[config.mk]
export PLATFORM = sky130hd
export DESIGN_NAME = sfp_ctrl
export DESIGN_NICKNAME = d
export VERILOG_FILES = /design/src/rtl/sfp_ctrl_pkg.sv /design/src/rtl/sfp_beat_cnt.sv /design/src/rtl/sfp_ctrl.sv
export SDC_FILE = /design/constraint.sdc
export NUM_CORES = 1
export LEC_CHECK = 0
export CORE_ASPECT_RATIO = 0.6
export CORE_MARGIN = 2
export CORE_UTILIZATION = 50
export CTS_CLUSTER_SIZE = 16
export DETAILED_ROUTE_END_ITERATION = 7
export PLACE_DENSITY = 0.94
export SLEW_MARGIN = 20
export SYNTH_ARGS = -nofsm -noshare
export SYNTH_HDL_FRONTEND = slang
export SYNTH_SLANG_ARGS = --single-unit
[constraint.sdc]
create_clock -name clk -period 4.9 [get_ports clk]
set_clock_uncertainty 0.1 [all_clocks]
set_input_delay 0.98 -clock clk [delete_from_list [all_inputs] [get_ports clk]]
set_output_delay 0.98 -clock clk [all_outputs]
set_load 0.01 [all_outputs]
[src/rtl/sfp_ctrl_pkg.sv]
// Shared definitions for the sfp lane sequencer: state encoding and stall counter width.
// The top level and the testbench both import this package so they decode states the same way.
package sfp_ctrl_pkg;

  localparam int STATE_BW = 3;
  localparam int STALL_BW = 16;

  typedef enum logic [STATE_BW-1:0] {
    S_IDLE = 3'd0,
    S_CLR  = 3'd1,
    S_ACC  = 3'd2,
    S_RELU = 3'd3,
    S_OUT  = 3'd4
  } state_e;

endpackage

[src/rtl/sfp_beat_cnt.sv]
// Beat counter for one accumulate command: cleared while the lane is cleared, stepped per accepted beat.
// 'last' flags that the next accept completes the command (count == num_acc - 1).
module sfp_beat_cnt #(
  parameter int cnt_bw = 8
) (
  input  logic              clk,
  input  logic              reset,
  input  logic              clr,
  input  logic              inc,
  input  logic [cnt_bw-1:0] num_acc,
  output logic              last
);

  localparam logic [cnt_bw-1:0] ONE = {{(cnt_bw-1){1'b0}}, 1'b1};

  logic [cnt_bw-1:0] cnt_q;
  logic [cnt_bw-1:0] cnt_d;

  always_comb begin
    cnt_d = cnt_q;
    if (clr) begin
      cnt_d = '0;
    end else if (inc) begin
      cnt_d = cnt_q + ONE;
    end
  end

  always_ff @(posedge clk or posedge reset) begin
    if (reset) begin
      cnt_q <= '0;
    end else begin
      cnt_q <= cnt_d;
    end
  end

  // Only meaningful while accumulating; num_acc == 0 never reaches the ACC state.
  assign last = (cnt_q == (num_acc - ONE));

endmodule

[src/rtl/sfp_ctrl.sv]
// Sequencer for one sfp accumulate/threshold lane: clear, gate num_acc beats, one relu step, hold result.
// Optional feature macro SFP_CTRL_STALL_CNT_EN adds a saturating count of starved ACC cycles (stall_cnt).
module sfp_ctrl
  import sfp_ctrl_pkg::*;
#(
  parameter int bw      = 4,
  parameter int psum_bw = 16,
  parameter int cnt_bw  = 8
) (
  input  logic               clk,
  input  logic               reset,
  input  logic               start,
  input  logic [cnt_bw-1:0]  num_acc,
  input  logic [psum_bw-1:0] thres_in,
  input  logic               in_valid,
  output logic               in_ready,
  output logic               sfp_clr,
  output logic               sfp_acc,
  output logic               sfp_relu,
  output logic [psum_bw-1:0] sfp_thres,
  output logic               out_valid,
  input  logic               out_ready,
  output logic               busy,
  output logic               done
`ifdef SFP_CTRL_STALL_CNT_EN
  , output logic [STALL_BW-1:0] stall_cnt
`endif
);

  // A beat wider than the accumulator would be truncated inside the lane.
  if (bw > psum_bw) begin : g_bw_check
    $error("sfp_ctrl: beat width bw must not exceed psum_bw");
  end

  state_e             state_q;
  state_e             state_d;
  logic [cnt_bw-1:0]  num_q;
  logic [psum_bw-1:0] thres_q;
  logic               cmdLoad;
  logic               accept;
  logic               lastBeat;

  assign cmdLoad = (state_q == S_IDLE) && start;
  assign accept  = (state_q == S_ACC) && in_valid;

  sfp_beat_cnt #(
    .cnt_bw (cnt_bw)
  ) u_beat_cnt (
    .clk     (clk),
    .reset   (reset),
    .clr     (state_q == S_CLR),
    .inc     (accept),
    .num_acc (num_q),
    .last    (lastBeat)
  );

  always_ff @(posedge clk or posedge reset) begin
    if (reset) begin
      state_q <= S_IDLE;
      num_q   <= '0;
      thres_q <= '0;
    end else begin
      state_q <= state_d;
      if (cmdLoad) begin
        num_q   <= num_acc;
        thres_q <= thres_in;
      end
    end
  end

  // Every control output comes from the registered state; only sfp_acc and done also qualify on the handshake input.
  always_comb begin
    state_d   = state_q;
    in_ready  = 1'b0;
    sfp_clr   = 1'b0;
    sfp_acc   = 1'b0;
    sfp_relu  = 1'b0;
    out_valid = 1'b0;
    done      = 1'b0;
    unique case (state_q)
      S_IDLE: begin
        if (start) begin
          state_d = S_CLR;
        end
      end
      S_CLR: begin
        sfp_clr = 1'b1;
        state_d = (num_q == '0) ? S_RELU : S_ACC;
      end
      S_ACC: begin
        in_ready = 1'b1;
        sfp_acc  = in_valid;
        if (in_valid && lastBeat) begin
          state_d = S_RELU;
        end
      end
      S_RELU: begin
        sfp_relu = 1'b1;
        state_d  = S_OUT;
      end
      S_OUT: begin
        out_valid = 1'b1;
        if (out_ready) begin
          done    = 1'b1;
          state_d = S_IDLE;
        end
      end
      default: begin
        state_d = S_IDLE;
      end
    endcase
  end

  assign busy      = (state_q != S_IDLE);
  assign sfp_thres = thres_q;

`ifdef SFP_CTRL_STALL_CNT_EN
  logic [STALL_BW-1:0] stall_q;
  logic [STALL_BW-1:0] stall_d;

  // Restarts with each command and is left untouched after the last beat so the parent can read it later.
  always_comb begin
    stall_d = stall_q;
    if (state_q == S_CLR) begin
      stall_d = '0;
    end else if ((state_q == S_ACC) && !in_valid && (stall_q != '1)) begin
      stall_d = stall_q + 1'b1;
    end
  end

  always_ff @(posedge clk or posedge reset) begin
    if (reset) begin
      stall_q <= '0;
    end else begin
      stall_q <= stall_d;
    end
  end

  assign stall_cnt = stall_q;
`endif

endmodule

==> results by group <==
Synth
  • Synth Register Bits: 35
  • Seq/Total Area, Yosys: 0.514
  • Synth warnings: 0
  • Async set-or-reset flop fraction in the synthesized netlist: 1.00
  • Mapped Area: ~1700 sq um
  • Count leader, synth: dfrtp_1
  • Main flop type after synthesis: dfrtp_1
  • Synth cell types: 38
  • Top cell type's share of synthesized area: 0.514
  • Synth top area cells: dfrtp_1 (51%), mux2_1 (14%), xnor2_1 (4.6%)
  • Cells after Synth: ~140
  • Most frequent cells after synthesis: dfrtp_1 (35), mux2_1 (21), xnor2_1 (9)
  • Post-synth EDFFs: 0
  • Syn Nets: between 150 and 200
  • Yosys top cell by area: dfrtp_1
  • Post-Syn Area per Cell: ~12 sq um

Die
  • Die Ht: between 40 and 50 microns
  • Total core area: about 3300 sq um
  • Initial Util: 0.522
  • DIE AREA: 3910 sq um
  • Die width: 79.4 microns
  • I/O pin cnt: 52
  • Row count: 16

Routing
  • Pre-Repair DR Iteration Count: 4
  • Vias post-DR: approximately 1300
  • Starting DRT DRC Count: 67
  • Per-cell routed wire length: 15.0 microns
  • # DRC: 0
  • Final ANT Viol Nets: 0
  • DR vias/cell: around 5.3
  • Routed wire length: 3640 microns

Worst hold path
  • Hold WC Path Type: reg2reg

Placement
  • Port bufs: around 50
  • Dpl ws: about 1.4 ns
  • DP Wirelength: around 2700 microns
  • RD Place Congestion: just under 0.9

STA
  • Max-slew headroom: 0.528
  • Setup TNS: 0 ns
  • Worst Max-Slew Pin Slew: approximately 0.71 ns
  • Final worst slack: 1.41 ns
  • RSZ-0062 raised after global routing: no
  • Tmin final: roughly 3.5 ns
  • Max frequency: 287 MHz
  • Finish-stage setup viols: 0
  • Final hold violations: 0
  • Period Utilization, post-route: 0.712
  • Final slew viol count: 0

Clock tree
  • Clock Latency Late Sink: roughly 0.29 ns
  • CTS clk-pin slew, worst paths: 0.07 ns
  • Bufs on Longest Clock Path: 2
  • CTS Sinks: 35
  • Setup bufs post-CTS: 0
  • CTS tree: done
  • TritonCTS Buffers: 5
  • Cts repair resizes: 0
  • Root Driver: clkbuf_8
  • Cts hold-fix bufs: 0
  • CTS H-tree depth: 2

Layout
  • Ant diodes: 0
  • Area Growth Syn to Fin: 37.6%
  • Fillcell total: around 230
  • Layout cells sized above 1: 0.0660
  • Final Net Count: around 230

Global routing
  • Largest net degree at the start of global routing: 30
  • GRT Total Usage: 0.213
  • Initial antenna violation count: 0
  • First-pass GRT wire length: between 6000 and 7000 microns
  • Grt ovf: 0
  • Vias in the first global route: 1340

Run status
  • Run status: finished clean

Setup path
  • CP Max Fanout: 7
  • Worst setup EP type: output pin
  • Setup CP Type: in2out
  • Critical Path Start Type: primary input
  • Worst EP required: about 3.8 ns
  • Worst EP arrival: roughly 2.4 ns

Pwr
  • Leak: 0.000986 uW
  • Worst VDD drop: roughly 0.00037 V
  • Pwr Density: ~580 nW/um^2

Job
  • Max Cap Violations: 0
## flip-flops by register name (all words and copies together), names as in the netlist
name / count
num_q: 8
sfp_thres: 16
state_q: 3
u_beat_cnt.cnt_q: 8
## through the flow
step	cells	hold WS (ns)	power (uW)	instance area (sq um)	utilization
3_3_place_gp	234	0.367	1100	2250	0.688
3_5_place_dp	234	0.374	1140	2250	0.688
2_1_floorplan	141	0.403	863	1700	-
5_1_grt	242	0.413	1440	2340	0.719
4_1_cts	242	0.390	1370	2340	0.719
6_report	242	0.386	1360	2340	0.719
## path summary, 6_finish.rpt
kind	from	endpoint	slack, ns	cells past startpoint
max in group asynchronous	reset	u_beat_cnt.cnt_q[2]	3.26	3
worst max register to register	state_q[0]	sfp_thres[10]	2.80	3
min in group asynchronous	reset	sfp_thres[15]	0.80	2
worst max-delay path	in_valid	sfp_acc	1.41	3
worst min-delay path	sfp_thres[5]	sfp_thres[5]	0.39	1
worst min register to register	sfp_thres[5]	sfp_thres[5]	0.39	1
## kinds of logic after synthesis
family | after synthesis | share of synthesized area
adders and majority gates | 3 | 0.0220
AOI/OAI and AO/OA | 14 | 0.0536
xor gates and xnor gates | 16 | 0.0822
and+or+nand+nor | 40 | 0.149
muxes | 22 | 0.145
buffers and inverters | 11 | 0.0345
DFF | 35 | 0.514
## power breakdown
group | total, uW | internal (uW) | switching (uW)
Clock | 218 | 115 | 104
Combinational | 617 | 348 | 269
Sequential | 520 | 409 | 111
## layout by cell type (no fill, tap or decap), types with 2 or more instances in the layout
cell type / n
clkdlybuf4s50_1: 51
dfrtp_1: 35
mux2_1: 21
xnor2_1: 9
xor2_1: 7
nor2_1: 7
nand2_1: 7
inv_1: 6
clkbuf_8: 6
o21ai_1: 5
or3_1: 4
ha_1: 3
and3_1: 2
nand3_1: 2
nor3b_1: 2
nand2b_1: 2
nor4_2: 2
a211oi_1: 2
a21oi_1: 2
## worst max-delay path, stage by stage
cell	delay [ns]
clkdlybuf4s50_1	0.48
and4bb_1	0.35
clkdlybuf4s50_1	0.59
## layer usage
layer / vias to the layer above / wire, microns / share of wire / track usage
li1: 607 / - / - / -
met1: 629 / 1590 / 0.44 / 0.249
met2: 43 / 1680 / 0.46 / 0.332
met3: 9 / 291 / 0.080 / 0.0926
met4: 0 / 80 / 0.022 / 0.112
met5: - / 0 / 0 / 0
## layout make-up
| class | instances | area (sq um) | area share |
|---|---|---|---|
| clock inverters | 2 | 16.3 | 0.00694 |
| flip-flops and latches | 35 | 876 | 0.374 |
| inverters | 7 | 26.3 | 0.0112 |
| multi-input cells | 95 | 769 | 0.328 |
| clock buffers | 6 | 82.6 | 0.0352 |
| well taps | 45 | 56.3 | 0.0240 |
| repair buffers | 52 | 518 | 0.221 |
Power figures use the tool's default switching activity.
